## src/rtl/pipe_ctrl.sv

```systemverilog
// Stall/flush sequencer for the five-stage pipeline: arbitrates stage stall requests,
// redirects the PC on MEM-stage exceptions/ERET, and drains a pending fetch afterwards.
module pipe_ctrl #(
  parameter logic [31:0] EXC_VECTOR = 32'hBFC00380,
  parameter logic [31:0] ERET_CODE  = 32'h0000000E
) (
  input  logic        clk,
  input  logic        rst,
  input  logic        stallreq_if,
  input  logic        stallreq_id,
  input  logic        stallreq_ex,
  input  logic        stallreq_mem,
  input  logic [31:0] except_type,
  input  logic [31:0] cp0_epc,
  input  logic        if_busy,
  output logic        pc_en,
  output logic        if_id_en,
  output logic        id_ex_en,
  output logic        ex_mem_en,
  output logic        mem_wb_en,
  output logic        if_id_flush,
  output logic        id_ex_flush,
  output logic        ex_mem_flush,
  output logic        mem_wb_flush,
  output logic        new_pc_valid,
  output logic [31:0] new_pc,
  output logic [31:0] stall_cycles
);

  localparam logic [0:0] ST_RUN   = 1'b0;
  localparam logic [0:0] ST_DRAIN = 1'b1;

  logic [0:0]  r_state;
  logic [0:0]  w_next_state;
  logic [31:0] r_stall_cycles;
  logic        w_count;

  always_comb begin
    pc_en        = 1'b1;
    if_id_en     = 1'b1;
    id_ex_en     = 1'b1;
    ex_mem_en    = 1'b1;
    mem_wb_en    = 1'b1;
    if_id_flush  = 1'b0;
    id_ex_flush  = 1'b0;
    ex_mem_flush = 1'b0;
    mem_wb_flush = 1'b0;
    new_pc_valid = 1'b0;
    new_pc       = '0;
    w_next_state = r_state;
    w_count      = 1'b0;

    if (rst) begin
      pc_en        = 1'b0;
      if_id_en     = 1'b0;
      id_ex_en     = 1'b0;
      ex_mem_en    = 1'b0;
      mem_wb_en    = 1'b0;
      if_id_flush  = 1'b1;
      id_ex_flush  = 1'b1;
      ex_mem_flush = 1'b1;
      mem_wb_flush = 1'b1;
      w_next_state = ST_RUN;
    end else if (r_state == ST_DRAIN) begin
      // The fetch returning from before the redirect is stale: keep discarding it.
      pc_en       = 1'b0;
      if_id_en    = 1'b0;
      if_id_flush = 1'b1;
      w_count     = 1'b1;
      if (!if_busy) w_next_state = ST_RUN;
    end else if (except_type != '0) begin
      pc_en        = 1'b0;
      if_id_en     = 1'b0;
      id_ex_en     = 1'b0;
      ex_mem_en    = 1'b0;
      mem_wb_en    = 1'b0;
      if_id_flush  = 1'b1;
      id_ex_flush  = 1'b1;
      ex_mem_flush = 1'b1;
      mem_wb_flush = 1'b1;
      new_pc_valid = 1'b1;
      new_pc       = (except_type == ERET_CODE) ? cp0_epc : EXC_VECTOR;
      w_next_state = if_busy ? ST_DRAIN : ST_RUN;
    end else if (stallreq_mem) begin
      pc_en        = 1'b0;
      if_id_en     = 1'b0;
      id_ex_en     = 1'b0;
      ex_mem_en    = 1'b0;
      mem_wb_en    = 1'b0;
      mem_wb_flush = 1'b1;
      w_count      = 1'b1;
    end else if (stallreq_ex) begin
      pc_en        = 1'b0;
      if_id_en     = 1'b0;
      id_ex_en     = 1'b0;
      ex_mem_en    = 1'b0;
      ex_mem_flush = 1'b1;
      w_count      = 1'b1;
    end else if (stallreq_id) begin
      pc_en       = 1'b0;
      if_id_en    = 1'b0;
      id_ex_en    = 1'b0;
      id_ex_flush = 1'b1;
      w_count     = 1'b1;
    end else if (stallreq_if) begin
      pc_en       = 1'b0;
      if_id_en    = 1'b0;
      if_id_flush = 1'b1;
      w_count     = 1'b1;
    end
  end

  always_ff @(posedge clk) begin
    if (rst) begin
      r_state        <= ST_RUN;
      r_stall_cycles <= '0;
    end else begin
      r_state <= w_next_state;
      if (w_count && (r_stall_cycles != '1)) r_stall_cycles <= r_stall_cycles + 32'd1;
    end
  end

  assign stall_cycles = r_stall_cycles;

endmodule

```

## config.mk

```make
export PLATFORM = sky130hd
export DESIGN_NAME = pipe_ctrl
export DESIGN_NICKNAME = d
export VERILOG_FILES = /design/src/rtl/pipe_ctrl.sv
export SDC_FILE = /design/constraint.sdc
export NUM_CORES = 1
export LEC_CHECK = 0
export CAP_MARGIN = 10
export CORE_MARGIN = 2
export CORE_UTILIZATION = 30
export CTS_BUF_LIST = sky130_fd_sc_hd__clkbuf_4 sky130_fd_sc_hd__clkbuf_8 sky130_fd_sc_hd__clkbuf_16
export DETAILED_ROUTE_END_ITERATION = 6
export GPL_TIMING_DRIVEN = 0
export PLACE_DENSITY = 0.75
export SETUP_SLACK_MARGIN = 0.3
export SKIP_CTS_REPAIR_TIMING = 1
export SYNTH_ARGS = -nofsm -noshare
export SYNTH_HDL_FRONTEND = slang
export SYNTH_SLANG_ARGS = --single-unit
```

## constraint.sdc

```tcl
create_clock -name clk -period 1.9 [get_ports clk]
set_input_delay 0.38 -clock clk [delete_from_list [all_inputs] [get_ports clk]]
set_output_delay 0.38 -clock clk [all_outputs]
set_load 0.01 [all_outputs]
```

== Word level (Yosys, flattened, before mapping) ==
Index checks and enable logic that the tools add are counted.

* Register bits after elaboration: 33
* Word-level logic and storage cells: 67

* Add/subtract/negate cells: 1
* Equal/unequal tests: 2
* Mux-type cells: 60
* Reductions and logical operators: 2

{| class="wikitable"
|+ Operators with widths
! operator !! count
|-
| two-way mux 32 bit || 4
|-
| two-way mux 1 bit || 56
|-
| adder 32 x 1 -> 32 bit (second input constant) || 1
|-
| == test 32 x 4 -> 1 bit (second input constant) || 1
|-
| != test 32 bit (second input constant) || 1
|-
| nonzero test 32 bit || 1
|-
| logical AND 1 bit || 1
|}

== Depth between registers and ports, before layout ==
* Word-level depth: 8
* Depth in mapped cells: 9
* Mapped depth without buffers: 6

== Least setup slack after synthesis ==
No wires, ideal clock.

* Path type: input-to-output
* Start: input port except_type[25]
* End: output port pc_en
* Arrival time: 1.827 ns
* Data required time: 1.520 ns
* Path slack: -0.307 ns
* Cell stages on the path: 6
* Path through: nor4_1 and4_1 buf_4 nand3_1 nor4_1 buf_4

* Word-level cells in the longest chain between the ends: 4

{| class="wikitable"
|+ RTL lines
! what !! RTL line !! RTL
|-
| start, declared || 13 || <nowiki>input logic [31:0] except_type,</nowiki>
|-
| nonzero test 32 bit || 71 || <nowiki>end else if (except_type != '0) begin</nowiki>
|-
| two-way mux 1 bit (3 in a row) || -- ||
|-
| end, declared || 16 || <nowiki>output logic pc_en,</nowiki>
|}

No other way between the ends.

== Worst setup path in the final report ==
* Start: input port except_type[30]
* End: output port new_pc[17]

* Word-level cells in the longest chain between the ends: 5

{| class="wikitable"
|+ RTL lines
! what !! RTL line !! RTL
|-
| == test 32 x 4 -> 1 bit || 82 || <nowiki>new_pc = (except_type == ERET_CODE) ? cp0_epc : EXC_VECTOR;</nowiki>
|-
| two-way mux 32 bit || 82 ||
|-
| two-way mux 32 bit * || 71 ||
|-
| two-way mux 32 bit * || 64 || <nowiki>end else if (r_state == ST_DRAIN) begin</nowiki>
|-
| two-way mux 32 bit * || 53 || <nowiki>if (rst) begin</nowiki>
|-
| end, declared || 26 || <nowiki>output logic [31:0] new_pc,</nowiki>
|}

Mark *: on every way between the ends. The rest lies on a longest branch, timed or not.

==> results.toml <==
[cts]
clock_path_buffers = 2
cts_num_sinks = 33
clk_latency_ns = 0.29
tritoncts = "done"
cts-root-buf = "clkbuf_8"
htree_levels = 2
cts_buffers = 5
clkTransAtPathRegs_ns = 0.07

[floorplan]
initial_core_util = 0.310
core_area_sq_um = 7770
die_h_microns = 93.7
die_area_sq_um = 8770
dieWidth_microns = 93.7
rows = 32
ioPinCount = 145

[logic_synthesis]
yosysWarningCount = 0
synth_cell_types = 47
synth_edf_count = 0
yosysTopAreaCellShare = 0.274
synth_top_family_by_area = "simple AND/OR/NAND/NOR gates"
synth_area_leaders = "dfxtp_1, a21oi_1, and2_1"
synth.avg_cell_area_sq_um = 7.93
synth_fp_nets = 376
yosysTopAreaCell = "dfxtp_1"
synth_fa_ha_area_frac = 0.00519
synth-simple-area-share = 0.392
synth-async-reset-ratio = 0
synth_mux_area_frac = 0.0483
ys_seq_area_frac = 0.274
syn_inst = 304
synth-seq-cells = 33
ys.flop_type = "dfxtp_1"
syn-cell-area_sq_um = 2410
synth_xor_area_frac = 0
synth_compound_area_frac = 0.199

[outcome]
violations = "negative setup slack"
status = "complete, but fails checks"

[route]
drtIter0Drc = 204
drc_errors = 0
wl_per_cell_microns = 20.6
dr.pass1.iters = 5
drt_wl_total_microns = 12600
ant_nets = 0
vias_per_cell = 5.72
vias = 3485

[grt]
grt_max_degree = 11
grt-ovfl-total = 0
grt_pass1_vias = 2883
grtUsageTotal = 0.215
antenna_found_initial = 0
grt_pass1_wl_microns = 15000

[timing]
whs_ns = 0.508
fin_crit_ns = 2.43
clock.fmax_mhz = 412
fin_crit_sh = 1.28
rsz0062_at_grt = "yes"
fin_skew_ns = 0.00589
slew_viol_final = 0
max_slew_margin = 0.575
setup_ws_ns = -0.526
hold_viol_final = 0
tightest_slew_ns = 0.637
setup-violations-final = 74

[critical_path]
critPathMostFrequentCell = "buf_6"
critPathTopFamily = "simple AND/OR/NAND/NOR gates"
cp_slowest_cell = "nor4_2"
start_kind = "input pin"
path_buf_inv = 4
slowest_delay_ns = 0.30
crit_arrival_ns = 2.05
path_cells = "clkbuf_2 > nor4_2 > and4_1 > buf_6 > and3_4 > nor2b_4 > clkbuf_16 > and2_4 > buf_6"
worstSetupPathType = "input pin to output port"
critPathMaxFanout = 5
crit_required_ns = 1.52
crit_path_end_kind = "output port"

[finish]
drive_gt1_frac = 0.554
nets = 578
regArea_sq_um = 751
fill_cells = 544
antenna_cells = 0
multiInputGateArea_sq_um = 2170
area_growth_pct = 128

[placement]
hpwlAfterDp_microns = 7450
place_ws_ns = -1.23
io_buffers = 144
gp_congestion = 0.836

[power]
peakVddDrop_v = 0.000318
power_density_nw_per_um2 = 300
power_mw = 1.65
leakage_nw = 2.69

[job]
cap_violations = 0

[hold_path]
min_path_type = "flop to flop"
-- cells in the final DEF, fill, tap and decap left out, types with 4 or more instances in the layout --
cell,count
o31ai_1,7
buf_2,13
nand3_1,7
nand4_1,14
mux2_4,6
buf_6,46
nor2b_1,9
clkbuf_8,5
or3_1,5
clkbuf_2,16
nand2_1,11
dfxtp_2,12
nor4_2,6
a21oi_2,20
buf_8,7
and2_4,20
or4_1,11
o31ai_4,7
clkdlybuf4s50_1,42
o21ai_0,4
a21oi_1,14
nor4_4,9
nor2_1,17
buf_4,33
inv_1,14
and4_1,4
and3_1,5
clkbuf_16,6
or4_4,6
dfxtp_4,20
buf_12,7
dlymetal6s2s_1,43
clkbuf_4,7
-- sequential cells by signal (all words and copies together), names as in the netlist --
signal / count
r_state: 1
stall_cycles: 32
-- cell type report --
cell class,count,share of cell area
Sequential cell,33,0.137
Timing Repair Buffer,195,0.369
Tap cell,102,0.0232
Buffer,23,0.0499
Clock buffer,8,0.0166
Multi-Input combinational cell,234,0.395
Inverter,14,0.00957
-- metal layers --
layer / vias to the layer above / part of all wire / GRT usage
met5: - / 0 / 0
met4: 0 / 0.037 / 0.0495
met3: 54 / 0.065 / 0.0369
met2: 199 / 0.50 / 0.357
met1: 1682 / 0.40 / 0.290
li1: 1550 / - / -
-- path summary, 6_finish.rpt --
path | startpoint | end | slack, ns | cells after the start
setup / recovery | except_type[30] | new_pc[17] | -0.53 | 9
hold reg to reg | stall_cycles[30]$_SDFFE_PP0P_ | stall_cycles[30]$_SDFFE_PP0P_ | 0.51 | 2
setup reg to reg | stall_cycles[2]$_SDFFE_PP0P_ | stall_cycles[17]$_SDFFE_PP0P_ | -0.32 | 8
hold / removal | stall_cycles[30]$_SDFFE_PP0P_ | stall_cycles[30]$_SDFFE_PP0P_ | 0.51 | 2
-- per-stage QoR --
step | util | cells | cell area, sq um | setup TNS (ns)
after CTS | 0.556 | 558 | 4320 | -61.92
final | 0.707 | 609 | 5490 | -24.13
after floorplan | - | 304 | 2660 | -2.23
after global placement | 0.544 | 550 | 4230 | -70.33
after global routing | 0.707 | 609 | 5490 | -29.20
after detailed placement | 0.544 | 550 | 4230 | -71.30
-- worst min-delay path: cells and delay by family, from the launching register on --
| kind | cells | cell delay, ns |
|---|---|---|
| flops | 1 | 0.36 |
| compound gates | 2 | 0.11 |
-- cell usage after synthesis (4+ instances only) --
cell type,count
o31ai_1,15
nor4_1,12
nand2_1,13
clkbuf_1,12
o21ai_0,5
nor2_1,19
nor3_1,5
a21oi_1,36
nor4_2,5
inv_1,14
dfxtp_1,33
and3_1,6
and2_1,21
mux2_4,4
nand4_1,14
and4_1,4
or4_1,16
nor2b_1,10
nand3_1,11
or3_1,6
mux2_1,5
-- cell families (layout without fill, tap and decap cells) --
family / Yosys count / after routing
adder cells (fa/ha/maj): 1 / 1
AND/OR/NAND/NOR: 151 / 151
AO/OA/AOI/OAI: 73 / 73
flip-flops: 33 / 33
multiplexers: 9 / 9
buffers and inverters: 37 / 240
-- power by group --
part / internal (mW) / leakage, nW / switching (mW)
Clock: 0.304 / 0.0498 / 0.274
Sequential: 0.667 / 0.288 / 0.00577
Combinational: 0.221 / 2.35 / 0.175
Total: 1.19 / 2.69 / 0.455
No activity file was read; power rests on OpenSTA's default activity.
